$ cat src/rtl/lc_pkg.sv
// Shared types and default widths for the level-crossing gate controller.
package lc_pkg;

  localparam int LC_CNT_W = 4;
  localparam int LC_OCC_W = 8;

  typedef enum logic [2:0] {
    IDLE,
    F1,
    F2,
    F3,
    R1,
    R2,
    R3,
    ERR
  } wheel_state_t;

endpackage

$ cat src/rtl/wheel_dir_fsm.sv
// Decodes wheel direction at one sensor point from the a/b assertion order.
module wheel_dir_fsm
  import lc_pkg::*;
(
  input  logic clk,
  input  logic reset,
  input  logic a,
  input  logic b,
  output logic fwd_pulse,
  output logic rev_pulse
);

  wheel_state_t state;
  wheel_state_t state_nxt;
  logic         fwd_nxt;
  logic         rev_nxt;
  logic [1:0]   ab;

  assign ab = {a, b};

  always_ff @(posedge clk) begin
    if (reset) begin
      state     <= IDLE;
      fwd_pulse <= 1'b0;
      rev_pulse <= 1'b0;
    end else begin
      state     <= state_nxt;
      fwd_pulse <= fwd_nxt;
      rev_pulse <= rev_nxt;
    end
  end

  always_comb begin
    state_nxt = state;
    fwd_nxt   = 1'b0;
    rev_nxt   = 1'b0;
    unique case (state)
      IDLE: begin
        case (ab)
          2'b10:   state_nxt = F1;
          2'b01:   state_nxt = R1;
          default: state_nxt = IDLE;
        endcase
      end
      F1: begin
        case (ab)
          2'b11:   state_nxt = F2;
          2'b00:   state_nxt = IDLE;
          2'b01:   state_nxt = ERR;
          default: state_nxt = F1;
        endcase
      end
      F2: begin
        case (ab)
          2'b01:   state_nxt = F3;
          2'b10:   state_nxt = F1;
          2'b00:   state_nxt = ERR;
          default: state_nxt = F2;
        endcase
      end
      F3: begin
        case (ab)
          2'b00: begin
            state_nxt = IDLE;
            fwd_nxt   = 1'b1;
          end
          2'b11:   state_nxt = F2;
          2'b10:   state_nxt = ERR;
          default: state_nxt = F3;
        endcase
      end
      R1: begin
        case (ab)
          2'b11:   state_nxt = R2;
          2'b00:   state_nxt = IDLE;
          2'b10:   state_nxt = ERR;
          default: state_nxt = R1;
        endcase
      end
      R2: begin
        case (ab)
          2'b10:   state_nxt = R3;
          2'b01:   state_nxt = R1;
          2'b00:   state_nxt = ERR;
          default: state_nxt = R2;
        endcase
      end
      R3: begin
        case (ab)
          2'b00: begin
            state_nxt = IDLE;
            rev_nxt   = 1'b1;
          end
          2'b11:   state_nxt = R2;
          2'b01:   state_nxt = ERR;
          default: state_nxt = R3;
        endcase
      end
      ERR: begin
        // Only a fully clear point re-arms the decoder.
        if (ab == 2'b00) state_nxt = IDLE;
      end
    endcase
  end

endmodule

$ cat src/rtl/level_crossing_ctrl.sv
// Gate controller: wheel counters, section occupancy and barrier output.
// Define SENSOR_SYNC_EN to add 2-FF synchronizers on the four sensors.
module level_crossing_ctrl
  import lc_pkg::*;
#(
  parameter int CNT_W = LC_CNT_W,
  parameter int OCC_W = LC_OCC_W
) (
  input  logic             Clk,
  input  logic             Reset,
  input  logic             a1,
  input  logic             b1,
  input  logic             a2,
  input  logic             b2,
  output logic             a2b_1,
  output logic             a2b_2,
  output logic             b2a_1,
  output logic             b2a_2,
  output logic [CNT_W-1:0] Count_a2b_1,
  output logic [CNT_W-1:0] Count_a2b_2,
  output logic [CNT_W-1:0] Count_b2a_1,
  output logic [CNT_W-1:0] Count_b2a_2,
  output logic             gate_open
);

  localparam logic [OCC_W:0] OCC_MAX = {1'b0, {OCC_W{1'b1}}};

  logic [3:0] sens;

`ifdef SENSOR_SYNC_EN
  logic [3:0] sync_q1;
  logic [3:0] sync_q2;

  always_ff @(posedge Clk) begin
    if (Reset) begin
      sync_q1 <= '0;
      sync_q2 <= '0;
    end else begin
      sync_q1 <= {a1, b1, a2, b2};
      sync_q2 <= sync_q1;
    end
  end

  assign sens = sync_q2;
`else
  assign sens = {a1, b1, a2, b2};
`endif

  wheel_dir_fsm u_pt1 (
    .clk       (Clk),
    .reset     (Reset),
    .a         (sens[3]),
    .b         (sens[2]),
    .fwd_pulse (a2b_1),
    .rev_pulse (b2a_1)
  );

  wheel_dir_fsm u_pt2 (
    .clk       (Clk),
    .reset     (Reset),
    .a         (sens[1]),
    .b         (sens[0]),
    .fwd_pulse (a2b_2),
    .rev_pulse (b2a_2)
  );

  logic [3:0]       pulse;
  logic [CNT_W-1:0] cnt_q [4];

  assign pulse = {a2b_1, a2b_2, b2a_1, b2a_2};

  always_ff @(posedge Clk) begin
    if (Reset) begin
      for (int i = 0; i < 4; i++) cnt_q[i] <= '0;
    end else begin
      for (int i = 0; i < 4; i++)
        cnt_q[i] <= cnt_q[i] + {{(CNT_W-1){1'b0}}, pulse[3-i]};
    end
  end

  // Counts are shown already incremented in the pulse cycle.
  assign Count_a2b_1 = cnt_q[0] + {{(CNT_W-1){1'b0}}, pulse[3]};
  assign Count_a2b_2 = cnt_q[1] + {{(CNT_W-1){1'b0}}, pulse[2]};
  assign Count_b2a_1 = cnt_q[2] + {{(CNT_W-1){1'b0}}, pulse[1]};
  assign Count_b2a_2 = cnt_q[3] + {{(CNT_W-1){1'b0}}, pulse[0]};

  logic [OCC_W-1:0] occ_q;
  logic [OCC_W-1:0] occ_nxt;
  logic [1:0]       n_in;
  logic [1:0]       n_out;
  logic [OCC_W:0]   occ_up;
  logic [OCC_W:0]   out_ext;
  logic [OCC_W:0]   occ_dn;

  assign n_in    = {1'b0, a2b_1} + {1'b0, b2a_2};
  assign n_out   = {1'b0, a2b_2} + {1'b0, b2a_1};
  assign occ_up  = {1'b0, occ_q} + {{(OCC_W-1){1'b0}}, n_in};
  assign out_ext = {{(OCC_W-1){1'b0}}, n_out};
  assign occ_dn  = occ_up - out_ext;

  always_comb begin
    occ_nxt = occ_q;
    if (occ_up < out_ext) begin
      occ_nxt = '0;
    end else if (occ_dn > OCC_MAX) begin
      occ_nxt = OCC_MAX[OCC_W-1:0];
    end else begin
      occ_nxt = occ_dn[OCC_W-1:0];
    end
  end

  always_ff @(posedge Clk) begin
    if (Reset) begin
      occ_q     <= '0;
      gate_open <= 1'b1;
    end else begin
      occ_q     <= occ_nxt;
      gate_open <= (occ_nxt == '0);
    end
  end

endmodule

$ cat config.mk
export PLATFORM = sky130hd
export DESIGN_NAME = level_crossing_ctrl
export DESIGN_NICKNAME = d
export VERILOG_FILES = /design/src/rtl/lc_pkg.sv /design/src/rtl/wheel_dir_fsm.sv /design/src/rtl/level_crossing_ctrl.sv
export SDC_FILE = /design/constraint.sdc
export NUM_CORES = 1
export LEC_CHECK = 0
export ABC_AREA = 1
export BUFFER_PORTS_ARGS = -buffer_cell sky130_fd_sc_hd__buf_2
export CORE_MARGIN = 2
export CORE_UTILIZATION = 53
export DETAILED_ROUTE_END_ITERATION = 12
export PLACE_DENSITY_LB_ADDON = 0.12
export SYNTH_ARGS = -nofsm -noshare
export SYNTH_HDL_FRONTEND = slang
export SYNTH_SLANG_ARGS = --single-unit
$ cat constraint.sdc
create_clock -name Clk -period 2.3 [get_ports Clk]
set_input_delay 0.345 -clock Clk [delete_from_list [all_inputs] [get_ports Clk]]
set_output_delay 0.345 -clock Clk [all_outputs]
set_load 0.005 [all_outputs]
== After elaboration in Yosys (flattened, before gate mapping) ==
Memories as Yosys holds them, arrays and structs flattened.
Index checks and enable logic that the tools add are counted.
Operators by class
  $lt $le $gt $ge: 2
  multiplexer cells: 29
  reduce and logical (&&, ||, !) cells: 9
  equal/unequal tests: 22
  add/subtract/negate cells: 8
  bitwise logic cells: 8
Operators by type and width (count)
  one-hot mux 3 bit (3 select lines): 10
  one-hot mux 3 bit (8 select lines): 2
  == test 3 bit, second input constant: 8
  adder 4 x 1 -> 4 bit: 4
  2-to-1 mux 4 bit: 4
  2-to-1 mux 8 bit: 2
  == test 3 x 2 -> 1 bit, second input constant: 4
  one-hot mux 2 bit (3 select lines): 2
  one-hot mux 3 bit (2 select lines): 2
  adder 8 x 2 -> 9 bit: 1
  > comparator 9 x 8 -> 1 bit, second input constant: 1
  less-than comparator 9 x 2 -> 1 bit: 1
  subtractor 9 x 2 -> 9 bit: 1
  == test 2 bit, second input constant: 4
  logical NOT 8 bit: 1
  OR reduction 2 bit: 4
  == test 3 x 1 -> 1 bit, second input constant: 2
  logical NOT 3 bit: 2
  2-to-1 mux 3 bit: 2
  2-to-1 mux 1 bit: 5
  adder 1 x 1 -> 2 bit: 2
  == test 2 x 1 -> 1 bit, second input constant: 2
  logical NOT 2 bit: 2
  inequality test 2 x 1 -> 1 bit, second input constant: 2
  other kinds (2): 8
Storage, ports and cells
  memories kept: 1
  flip-flop bits (word level): 19
  word-level logic and storage cells: 87
  bits of input ports: 6
  memory bits (writable): 16
  output and inout bits: 21
Memories
  cnt_q: words 4, width 4, read ports 4, clocked after Yosys merged registers in 0, wr ports 4, line level_crossing_ctrl.sv:68  | logic [CNT_W-1:0] cnt_q [4];

== Logic depth before layout (Yosys ltp) ==
  depth in word-level cells: 7
  gate-level depth with buffers: 19
  gate-level depth less buffers: 19

== Modules after synthesis ==
Synthesis repeated with hierarchy kept, for this count alone.
Unflattened totals
  cells, all modules: 368
  area total of the unflattened synthesis: 2567.5 um^2
Modules (own cells, without submodules)
  level_crossing_ctrl: cells each 212, area each 1561.5 um^2, instances 1, seq. area each 500.5 um^2
  wheel_dir_fsm: cells each 78, area each 503.0 um^2, instances 2, seq. area each 100.1 um^2

== Worst setup path before layout ==
No wires, ideal clock.
  path type: reg2reg
  start point: register u_pt1.fwd_pulse
  end point: register gate_open
  cell stages (with the launch flop): 17
  slack: -288 ps
  arrival: 2530 ps
  data required time: 2242 ps
  setup time: 58 ps
  path buffers: 0
  period minus slack after synthesis: 2588 ps
  path through: dfxtp_1 > inv_1 > fa_1 > inv_1 > ha_1 > ha_1 > inv_1 > o21ai_0 > a21oi_1 > nand4_1 > nor2_1 > nand2_2 > nand2_1 > nand2_1 > nor2_1 > nand2_1 > nand2_1
On the way
  cells in the longest elaborated chain, start to end: 7
  elaborated cells between the ends (all ways): 8
  classes of those cells: 3 x add/sub; 2 x order compare; 2 x mux; 1 x reduce/logical
RTL lines
  start: declaration: line wheel_dir_fsm.sv:9  | output logic fwd_pulse,
  start signal: assignment: line wheel_dir_fsm.sv:28  | fwd_pulse <= fwd_nxt;
  adder 1 x 1 -> 2 bit *: line level_crossing_ctrl.sv:95  | assign n_in = {1'b0, a2b_1} + {1'b0, b2a_2};
  adder 8 x 2 -> 9 bit *: line level_crossing_ctrl.sv:97  | assign occ_up = {1'b0, occ_q} + {{(OCC_W-1){1'b0}}, n_in};
  subtractor 9 x 2 -> 9 bit: line level_crossing_ctrl.sv:99  | assign occ_dn = occ_up - out_ext;
  > comparator 9 x 8 -> 1 bit: line level_crossing_ctrl.sv:105  | end else if (occ_dn > OCC_MAX) begin
  2-to-1 mux 8 bit: line level_crossing_ctrl.sv:105
  2-to-1 mux 8 bit *: line level_crossing_ctrl.sv:103  | if (occ_up < out_ext) begin
  logical NOT 8 bit *: line level_crossing_ctrl.sv:118  | gate_open <= (occ_nxt == '0);
  end signal: assignment: line level_crossing_ctrl.sv:118
  end: declaration: line level_crossing_ctrl.sv:23  | output logic gate_open
Mark *: on every way between the ends. The rest lies on a longest branch, timed or not.
A chain may end at the register's enable or synchronous reset.

== Worst setup path in the final report ==
  start point: register u_pt2.rev_pulse
  end point: register gate_open
On the way
  cells in the longest elaborated chain, start to end: 7
  elaborated cells between the ends (all ways): 8
  classes of those cells: 3 x add/sub; 2 x order compare; 2 x mux; 1 x reduce/logical
RTL lines
  start: declaration: line wheel_dir_fsm.sv:10  | output logic rev_pulse
  start signal: assignment: line wheel_dir_fsm.sv:29  | rev_pulse <= rev_nxt;
  adder 1 x 1 -> 2 bit *: line level_crossing_ctrl.sv:95
  adder 8 x 2 -> 9 bit *: line level_crossing_ctrl.sv:97
  subtractor 9 x 2 -> 9 bit: line level_crossing_ctrl.sv:99
  > comparator 9 x 8 -> 1 bit: line level_crossing_ctrl.sv:105
  2-to-1 mux 8 bit: line level_crossing_ctrl.sv:105
  2-to-1 mux 8 bit *: line level_crossing_ctrl.sv:103
  logical NOT 8 bit *: line level_crossing_ctrl.sv:118
Marked as above.

==> flow_summary.toml <==
[global_route]
grt_pass1_wl_um = 8440
grt-ovfl-total = 0
grt_usage_pct = 20.8
antenna_found_initial = 0
grt_pass1_vias = 2029
grt_start_max_net_pins = 20

[pwr]
p_per_area_nw_per_um2 = 489
p_total_mw = 1.35
cellLeakagePower_nw = 1.36
max-vdd-ir-drop_mv = 0.474

[final_layout]
fin_area_um2 = 2760
insertedDiodeCount = 0
drive_gt1_share_pct = 23.8
final_nets = 404
fill_cells = 397
synthToLayoutAreaGrowth_pct = 19.1
final_core_util_pct = 64.6

[sta]
rsz0062_at_grt = "yes"
timing.final.ws_setup_ns = -0.164
min_period_ns = 2.46
tightestPinTransition_ns = 0.342
finClkSkew_ns = 0.0127
max_slew_margin_pct = 77.2
fin_crit_sh_pct = 107
maxSlewViolCount = 0
finalHoldViolCount = 0
final-setup-viol-count = 8
tns_ns = -0.520
fmax_mhz = 406

[worst_setup_path]
cp_cell_sequence = "inv_2, fa_2, ha_4, fa_2, inv_2, a21oi_2, nand3_2, nor2_4, nand2_2, nand2_1, nand2_2, nand2_1, nand2_1, nand2_1, nor2_1, nand2_1, nand2_1"
worstPathRequired_ns = 2.47
critPathBufInv = 2
critPathMaxStageDelay_ns = 0.58
critical_path_class = "register to register"
cp_top_family = "adder cells"
critPathArrivalTime_ns = 2.63
crit_slowest_cell = "fa_2"
crit_path_start_kind = "register"
timing.critical_path.mode_cell = "nand2_1"
cp_max_fo = 4
crit_path_end_kind = "register"

[synthesis]
synth_top_area_share_pct = 30.3
ys_seq_elements = 35
synth_top_family_by_area = "simple AND/OR/NAND/NOR gates"
syn_nets = 362
yosysSeqAreaShare_pct = 30.3
synth_mux_area_share_pct = 0
synth_top_area_cell = "dfxtp_1"
synth-simple-area-share_pct = 31.0
synth-xor-area-share_pct = 2.65
syn-cell-area_um2 = 2310
yosysWarnings = 0
synth_cells = 328
syn_avg_cell_area_um2 = 7.05
synth_area_leaders = "dfxtp_1 30%, ha_1 14%, nand2_1 10%, inv_1 9.7%, nor2_1 5.8%"
synth_fa_ha_area_share_pct = 15.8
synth_compound_area_share_pct = 9.68
synth_cell_type_count = 33

[routing]
ant_nets = 0
drcViolationCount = 0
drt_iter0_markers = 108
vias_per_cell = 5.07
post_drt_wl_per_cell_um = 11.2
wl_um = 4720
first_pass_iters = 4
vias = 2141

[floorplan]
coreArea_um2 = 4260
fp.dieW_um = 70.1
fp.dieH_um = 70.1
rows = 24
dieArea_um2 = 4910
io_pins = 27
start_util_pct = 54.3

[status]
violations = "negative setup slack"
status = "finished, violations left"

[placed_design]
portBuffers = 26
placed_area_um2 = 2590
gp_congestion = 0.894
place_hpwl_um = 3570
pre_cts_ws_ns = -0.135

[clock_network]
cts_max_level = 2
cts_max_path_buffers = 2
clk_pin_slew_worst_paths_ns = 0.08
cts_tree = "built"
hold_buffers = 0
cts_buffers = 5
cts-root-buf = "clkbuf_8"
clock-sinks = 35
clock_latency_ns = 0.28

[run]
max-cap-violations = 0

[min_path]
worstHoldPathType = "primary input to register"
[per-stage QoR]
step | instances | hold slack, ns
CTS | 420 | 0.437
detailed placement | 412 | 0.511
floorplan | 328 | 0.485
finish | 422 | 0.436
global route | 422 | 0.454
global placement | 412 | 0.509
[cell usage after synthesis]
master,count
a21oi_2,1
nand2_2,9
nor2_4,2
nor3_1,9
xor2_1,2
a211oi_1,3
or2_2,4
buf_1,1
nor4_1,3
o311a_1,1
nand3_2,1
nand2_1,64
o21ai_2,1
nor2_2,4
nor2_1,36
a31oi_1,3
ha_1,26
fa_1,2
o31ai_1,3
nand3b_1,1
inv_2,1
o41ai_1,1
o21ai_0,8
o221ai_1,2
a21oi_1,7
clkbuf_1,3
xnor2_1,5
nor3_2,1
o22ai_1,5
nand3_1,22
nand4_1,2
inv_1,60
dfxtp_1,35
[layout by cell type, fill, tap and decap left out, drive strengths merged]
master,Yosys,final
o21ai,9,9
xnor2,5,5
nor3,10,10
o41ai,1,1
ha,26,26
nand3b,1,1
a21oi,8,8
o221ai,2,2
nand2,73,73
o311a,1,1
fa,2,2
or2,4,4
nor2,42,42
o31ai,3,3
o22ai,5,5
clkbuf,3,6
dfxtp,35,35
clkinv,0,1
a31oi,3,3
xor2,2,2
nand3,23,23
nor4,3,3
buf,1,39
nand4,2,2
inv,61,61
a211oi,3,3
[path summary, 6_finish.rpt]
path                    from          end  slack (ns)  depth (start not counted)
max          u_pt2.rev_pulse    gate_open       -0.16                         17
max reg2reg  u_pt2.rev_pulse    gate_open       -0.16                         17
min reg2reg      cnt_q[2][3]  cnt_q[2][3]        0.52                          3
min                    Reset  cnt_q[2][3]        0.44                          2
[repair_timing]
action,4_1_cts,5_1_grt
setup buffers,1,2
gates resized for setup,8,6
endpoints found under the setup margin,9,9
pin swaps,9,3
[per-layer routing]
layer	vias up	global-route usage, %	share of wire, %	routed length, um
li1	1124	-	-	-
met1	964	26.4	45	2140
met2	47	35.7	50	2360
met3	6	4.04	3.4	161
met4	0	6.20	1.1	50
met5	-	0	0	0
[cells by family after synthesis]
logic type / after synthesis
AO/OA/AOI/OAI: 35
buffers and inverters: 65
AND/OR/NAND/NOR: 158
adder cells (fa/ha/maj): 28
XOR/XNOR: 7
flip-flops: 35
[sequential cells by signal, indices dropped and copies added (netlist names), 3 cells and up]
name	flops
u_pt2.state	3
occ_q	8
u_pt1.state	3
cnt_q	16
[power by group]
part	internal [mW]	switching [mW]	total, mW
Clock	0.235	0.211	0.446
Combinational	0.0889	0.141	0.230
Sequential	0.634	0.0372	0.671
[cell type report]
| cell class | count | area (um^2) | area share [%] |
|---|---|---|---|
| multi-input combinational | 228 | 1440 | 52.4 |
| sequential | 35 | 703 | 25.5 |
| inverter | 61 | 229 | 8.31 |
| timing repair buffer | 39 | 228 | 8.27 |
| clock buffer | 6 | 82.6 | 3.00 |
| tap | 52 | 65.1 | 2.36 |
| clock inverter | 1 | 5.00 | 0.182 |
(Power assumes the default switching activity.)
